[src/rtl/branch_pkg.sv]
// branch_pkg: shared control-flow types for the branch unit, PC and decoder.
//   br_kind_e : branch encoding driven to the PC (same encoding as the decoded op).
//   state_e   : RUN/HALT state of the branch unit.
//   is_taken  : whether a RUN-state control op redirects, given the condition flag.
package branch_pkg;

   typedef enum logic [1:0] {
      BR_NONE   = 2'b00,
      BR_IF_T   = 2'b01,
      BR_IF_F   = 2'b10,
      BR_ALWAYS = 2'b11
   } br_kind_e;

   typedef enum logic {
      S_RUN  = 1'b0,
      S_HALT = 1'b1
   } state_e;

   function automatic logic is_taken(input logic [1:0] kind, input logic flag);
      logic t;
      t = 1'b0;
      unique case (kind)
         BR_ALWAYS: t = 1'b1;
         BR_IF_T:   t = flag;
         BR_IF_F:   t = ~flag;
         default:   t = 1'b0;
      endcase
      return t;
   endfunction

endpackage

[src/rtl/branch_lut.sv]
// branch_lut: 2^L x D jump-target register file.
//   One synchronous write port (we/waddr/wdata) and one combinational read port
//   (raddr/rdata). A same-cycle write and read of one entry returns the old value.
//   Ports: clk, reset (sync, active-high, clears all entries), we, waddr, wdata,
//          raddr, rdata.
module branch_lut #(
   parameter int unsigned D = 12,
   parameter int unsigned L = 5
) (
   input  logic         clk,
   input  logic         reset,
   input  logic         we,
   input  logic [L-1:0] waddr,
   input  logic [D-1:0] wdata,
   input  logic [L-1:0] raddr,
   output logic [D-1:0] rdata
);

   localparam int unsigned Entries = 2 ** L;

   logic [D-1:0] mem_q [Entries];

   always_ff @(posedge clk) begin
      if (reset) begin
         for (int i = 0; i < Entries; i++) begin
            mem_q[i] <= '0;
         end
      end else if (we) begin
         mem_q[waddr] <= wdata;
      end
   end

   assign rdata = mem_q[raddr];

endmodule

[src/rtl/branch_unit.sv]
// branch_unit: control-flow stage feeding the program counter.
//   Drives branch/target/jcnd to the PC every cycle, owns the RUN/HALT machine
//   (HALT freezes the PC on the captured halt address and raises done) and counts
//   taken redirects in a saturating counter.
// Ports:
//   clk, reset      clock, synchronous active-high reset
//   prog_ctr        current PC fed back from the PC
//   op_kind         decoded control op (br_kind_e encoding)
//   lut_idx         jump-target LUT entry of the current instruction
//   halt_req        current instruction is HALT
//   flag_we/flag_in condition flag write from the ALU
//   lut_we/lut_waddr/lut_wdata  LUT write port
//   rel             (BRANCH_UNIT_REL_EN only) target = prog_ctr + LUT entry
//   branch/target/jcnd  to the PC
//   done            high while halted
//   taken_cnt       saturating count of taken redirects
// Build option: define BRANCH_UNIT_REL_EN to add the rel port and PC-relative targets.
module branch_unit
   import branch_pkg::*;
#(
   parameter int unsigned D  = 12,
   parameter int unsigned L  = 5,
   parameter int unsigned CW = 16
) (
   input  logic          clk,
   input  logic          reset,
   input  logic [D-1:0]  prog_ctr,
   input  logic [1:0]    op_kind,
   input  logic [L-1:0]  lut_idx,
   input  logic          halt_req,
   input  logic          flag_we,
   input  logic          flag_in,
   input  logic          lut_we,
   input  logic [L-1:0]  lut_waddr,
   input  logic [D-1:0]  lut_wdata,
`ifdef BRANCH_UNIT_REL_EN
   input  logic          rel,
`endif
   output logic [1:0]    branch,
   output logic [D-1:0]  target,
   output logic          jcnd,
   output logic          done,
   output logic [CW-1:0] taken_cnt
);

   state_e        state_q, state_d;
   logic          flag_q;
   logic [D-1:0]  halt_pc_q;
   logic [CW-1:0] cnt_q;
   logic          taken;
   logic [D-1:0]  lut_rdata;
   logic [D-1:0]  run_target;

   branch_lut #(
      .D(D),
      .L(L)
   ) u_lut (
      .clk   (clk),
      .reset (reset),
      .we    (lut_we),
      .waddr (lut_waddr),
      .wdata (lut_wdata),
      .raddr (lut_idx),
      .rdata (lut_rdata)
   );

`ifdef BRANCH_UNIT_REL_EN
   // LUT entry is a two's-complement offset in relative mode; the sum wraps mod 2^D.
   assign run_target = rel ? (prog_ctr + lut_rdata) : lut_rdata;
`else
   assign run_target = lut_rdata;
`endif

   always_comb begin
      state_d = state_q;
      branch  = BR_NONE;
      target  = '0;
      jcnd    = flag_q;
      done    = (state_q == S_HALT);
      taken   = 1'b0;
      if (reset) begin
         branch = BR_NONE;
         target = '0;
         jcnd   = 1'b0;
      end else begin
         unique case (state_q)
            S_RUN: begin
               if (halt_req) begin
                  // PC reloads its own value; halt wins over any op.
                  branch  = BR_ALWAYS;
                  target  = prog_ctr;
                  state_d = S_HALT;
               end else begin
                  branch = op_kind;
                  target = run_target;
                  taken  = is_taken(op_kind, flag_q);
               end
            end
            S_HALT: begin
               branch = BR_ALWAYS;
               target = halt_pc_q;
            end
            default: begin
               state_d = S_RUN;
            end
         endcase
      end
   end

   always_ff @(posedge clk) begin
      if (reset) begin
         state_q   <= S_RUN;
         flag_q    <= 1'b0;
         halt_pc_q <= '0;
         cnt_q     <= '0;
      end else begin
         state_q <= state_d;
         if (flag_we) begin
            flag_q <= flag_in;
         end
         if (state_q == S_RUN && halt_req) begin
            halt_pc_q <= prog_ctr;
         end
         if (taken && (cnt_q != {CW{1'b1}})) begin
            cnt_q <= cnt_q + CW'(1);
         end
      end
   end

   assign taken_cnt = cnt_q;

endmodule

[config.mk]
export PLATFORM = sky130hd
export DESIGN_NAME = branch_unit
export DESIGN_NICKNAME = d
export VERILOG_FILES = /design/src/rtl/branch_pkg.sv /design/src/rtl/branch_lut.sv /design/src/rtl/branch_unit.sv
export SDC_FILE = /design/constraint.sdc
export NUM_CORES = 1
export LEC_CHECK = 0
export ABC_AREA = 1
export CORE_ASPECT_RATIO = 0.5
export CORE_UTILIZATION = 35
export DETAILED_ROUTE_END_ITERATION = 10
export PLACE_DENSITY = 0.5
export SLEW_MARGIN = 20
export SYNTH_ARGS = -nofsm -noshare
export SYNTH_HDL_FRONTEND = slang
export SYNTH_HIERARCHICAL = 1
export SYNTH_SLANG_ARGS = --single-unit
[constraint.sdc]
create_clock -name clk -period 3.15 [get_ports clk]
set_input_delay 0.315 -clock clk [delete_from_list [all_inputs] [get_ports clk]]
set_output_delay 0.315 -clock clk [all_outputs]
set_load 0.005 [all_outputs]
==> flow_summary.json, run 1 <==
{
  "synthArstFlopShare": 0,
  "power_frac_clock": 0.392,
  "p_sw_frac": 0.2469,
  "die_w_um": 335.8,
  "drt_first_iter_violations": 1375,
  "cp.required_ns": 2.83,
  "synth_area_mm2": 0.01950,
  "fin_crit_sh": 0.9531,
  "dp.cells": 2890,
  "wl_met2_mm": 24.11,
  "drtPass1Iterations": 6,
  "power.total_uw": 12450,
  "synth_top_area_share": 0.5914,
  "criticalPathCategory": "register to output pin",
  "cts_root_buf": "clkbuf_16",
  "min_period_ns": 3.002,
  "synth_common_cells": "nand2_1 (711), nor2_1 (419), edfxtp_1 (384)",
  "hold_path_class": "input pin to register",
  "die_area_mm2": 0.05671,
  "post_cts_buffers": 0,
  "routed_wl_mm": 57.13,
  "vias_per_cell": 4.985,
  "drc": 0,
  "clkSinkCount": 414,
  "max_cap_viol_count": 0,
  "cp_data_arrival_time_ns": 2.69,
  "start_kind": "register",
  "top_layer_used": "met4",
  "grt_pass1_wl_mm": 86.86,
  "p_seq_frac": 0.511,
  "cts.repair.resized": 0,
  "fin_worst_skew_ns": 0.005701,
  "crit_path_end_kind": "output pin",
  "synth_area_leaders": "edfxtp_1 (59%), nand2_1 (14%), nor2_1 (8.1%)",
  "relSlewSlack": 0.5443,
  "grt_start_max_net_pins": 80,
  "gp_congestion": 0.8217,
  "yosysTopAreaCell": "edfxtp_1",
  "ys_seq_area_frac": 0.6222,
  "die_h_um": 168.9,
  "setup_ws_ns": 0.1477,
  "final_cells": 2963,
  "final_layout_size_suffix_gt1_frac": 0.08022,
  "drt-wirelength-per-cell_um": 19.28,
  "hold_viol": 0,
  "p_int_uw": 9375,
  "power_frac_comb": 0.097,
  "port_buffers": 73,
  "ys.flop_type": "edfxtp_1",
  "place_ws_ns": 0.1675,
  "tightest_slew_ns": 0.6784,
  "cts_tree": "done",
  "setup_viol": 0,
  "met1_length_mm": 27.74,
  "yosysWarnings": 6,
  "outcome": "complete, no violations",
  "path_clk_slew_ns": 0.06,
  "track_usage": 0.2021,
  "rows": 60,
  "h-tree-depth": 2,
  "p_leak_uw": 0.009007,
  "r2r_setup_slack_ns": 1.06,
  "synth_seq_cells": 414,
  "coreArea_mm2": 0.05435,
  "pwr_density_cell_mw_per_mm2": 553.4,
  "tns_ns": 0,
  "hpwlAfterDp_mm": 35.15,
  "vias": 14772,
  "final_nets": 2233,
  "antenna_left": 0,
  "grt_pass1_vias": 13964,
  "overflow": 0,
  "hold_buffers": 0,
  "finalMaxSlewViolations": 0,
  "synth_area_per_cell_um2": 9.119,
  "synth.distinct_cells": 28,
  "yosysMostFrequentCell": "nand2_1",
  "start_util": 0.3587,
  "synthCells": 2138,
  "dr_wl_met3_mm": 4.432,
  "io-pin-count": 74,
  "hold_slack_ns": 0.3640,
  "ir_drop_uv": 314.9,
  "cts_buffers": 42,
  "synth-edff-count": 384,
  "p_sw_uw": 3073,
  "cts_buffer_depth": 3,
  "crit_fanout": 1,
  "clk_latency_ns": 0.54,
  "synth_nets": 2181,
  "syn2layout_area_growth_pct": 15.37,
  "fmaxAchievable_ghz": 0.3331,
  "n_antenna_cell": 0,
  "rsz0062_at_grt": "false",
  "grt_antenna_before_repair": 0
}
## routing by layer
| metal | up-vias | GRT usage |
|---|---|---|
| met2 | 479 | 0.2926 |
| met4 | 0 | 0.03891 |
| met3 | 59 | 0.04033 |
| li1 | 7128 | - |
| met5 | - | 0 |
| met1 | 7106 | 0.3106 |
## critical path: stages (launching register included)
cell	delay, ns
edfxtp_1	0.34
nand2_1	0.05
nand3_1	0.08
nand3_1	0.21
nand2_1	0.21
nand2_1	0.07
nand2_1	0.13
nand2_1	0.12
nand2_1	0.15
nand2_1	0.07
nand3_1	0.11
nand2_1	0.06
inv_1	0.07
clkdlybuf4s50_1	0.49
## cell type report
type,instances,area (um^2)
tap,744,930.9
fill,5431,31860
multi-input combinational,1509,6301
inverter,56,219.0
timing repair buffer,167,1625
clock buffer,52,1110
clock inverter,21,176.4
sequential,414,12130
## sequential cells by signal, indices dropped and copies added, names as in the netlist
signal       flops
done             1
flag_q           1
halt_pc_q       12
taken_cnt       16
u_lut/mem_q    384
## power groups by stage
| stage | combinational [uW] | sequential (uW) | clock [uW] |
|---|---|---|---|
| after floorplan | 680 | 6450 | 0 |
| after detailed placement | 1200 | 6480 | 0 |
| final | 1200 | 6360 | 4880 |
| after global placement | 1190 | 6480 | 0 |
| after global routing | 1310 | 6390 | 5200 |
| after CTS | 1200 | 6360 | 4980 |
## through the flow
step	instance area, um^2	util
after floorplan	19500	-
after global placement	21200	0.3900
after detailed placement	21200	0.3900
after CTS	22480	0.4137
after global routing	22490	0.4139
final	22490	0.4139
## final timing paths
| kind | from | to | cells after the start |
|---|---|---|---|
| max reg2reg | done | taken_cnt[1] | 7 |
| min | prog_ctr[9] | halt_pc_q[9] | 3 |
| min reg2reg | halt_pc_q[9] | halt_pc_q[9] | 2 |
| max | u_lut/mem_q[13][11] | target[11] | 13 |
## logic make-up after synthesis
| family | synth area share |
|---|---|
| xor+xnor | 0.001348 |
| fa+ha+maj | 0.0006416 |
| buf+inv | 0.05461 |
| flops | 0.6222 |
| simple gates | 0.3130 |
| compound gates | 0.008150 |
## cell usage in the layout (no fill, tap or decap)
master	instances
dfxtp_1	30
nor3_1	10
nor3_4	4
inv_1	51
o21ai_1	1
inv_2	3
inv_6	2
clkinv_1	11
clkbuf_16	43
a21oi_1	25
o21ai_0	3
nor2_4	7
a22oi_1	1
inv_8	1
nand2_2	5
nor2_1	419
buf_12	14
clkinv_2	5
buf_4	80
clkbuf_1	9
buf_2	1
ha_1	1
buf_6	1
nor2_2	3
xor2_1	3
nand2_4	2
clkinvlp_4	1
buf_16	1
clkdlybuf4s50_1	70
bufinv_16	3
nand3_1	306
nand4_1	5
nand4_2	1
a31oi_1	1
nor2_8	1
edfxtp_1	384
nand2_1	711
No activity file was read; power rests on OpenSTA's default activity.
==> run 2, diff against run 1 <==
- SKIP_LAST_GASP: unset -> 1
==> results of run 2 <==
Same layout as run 1: the final DEF is identical, and so are final timing and power.
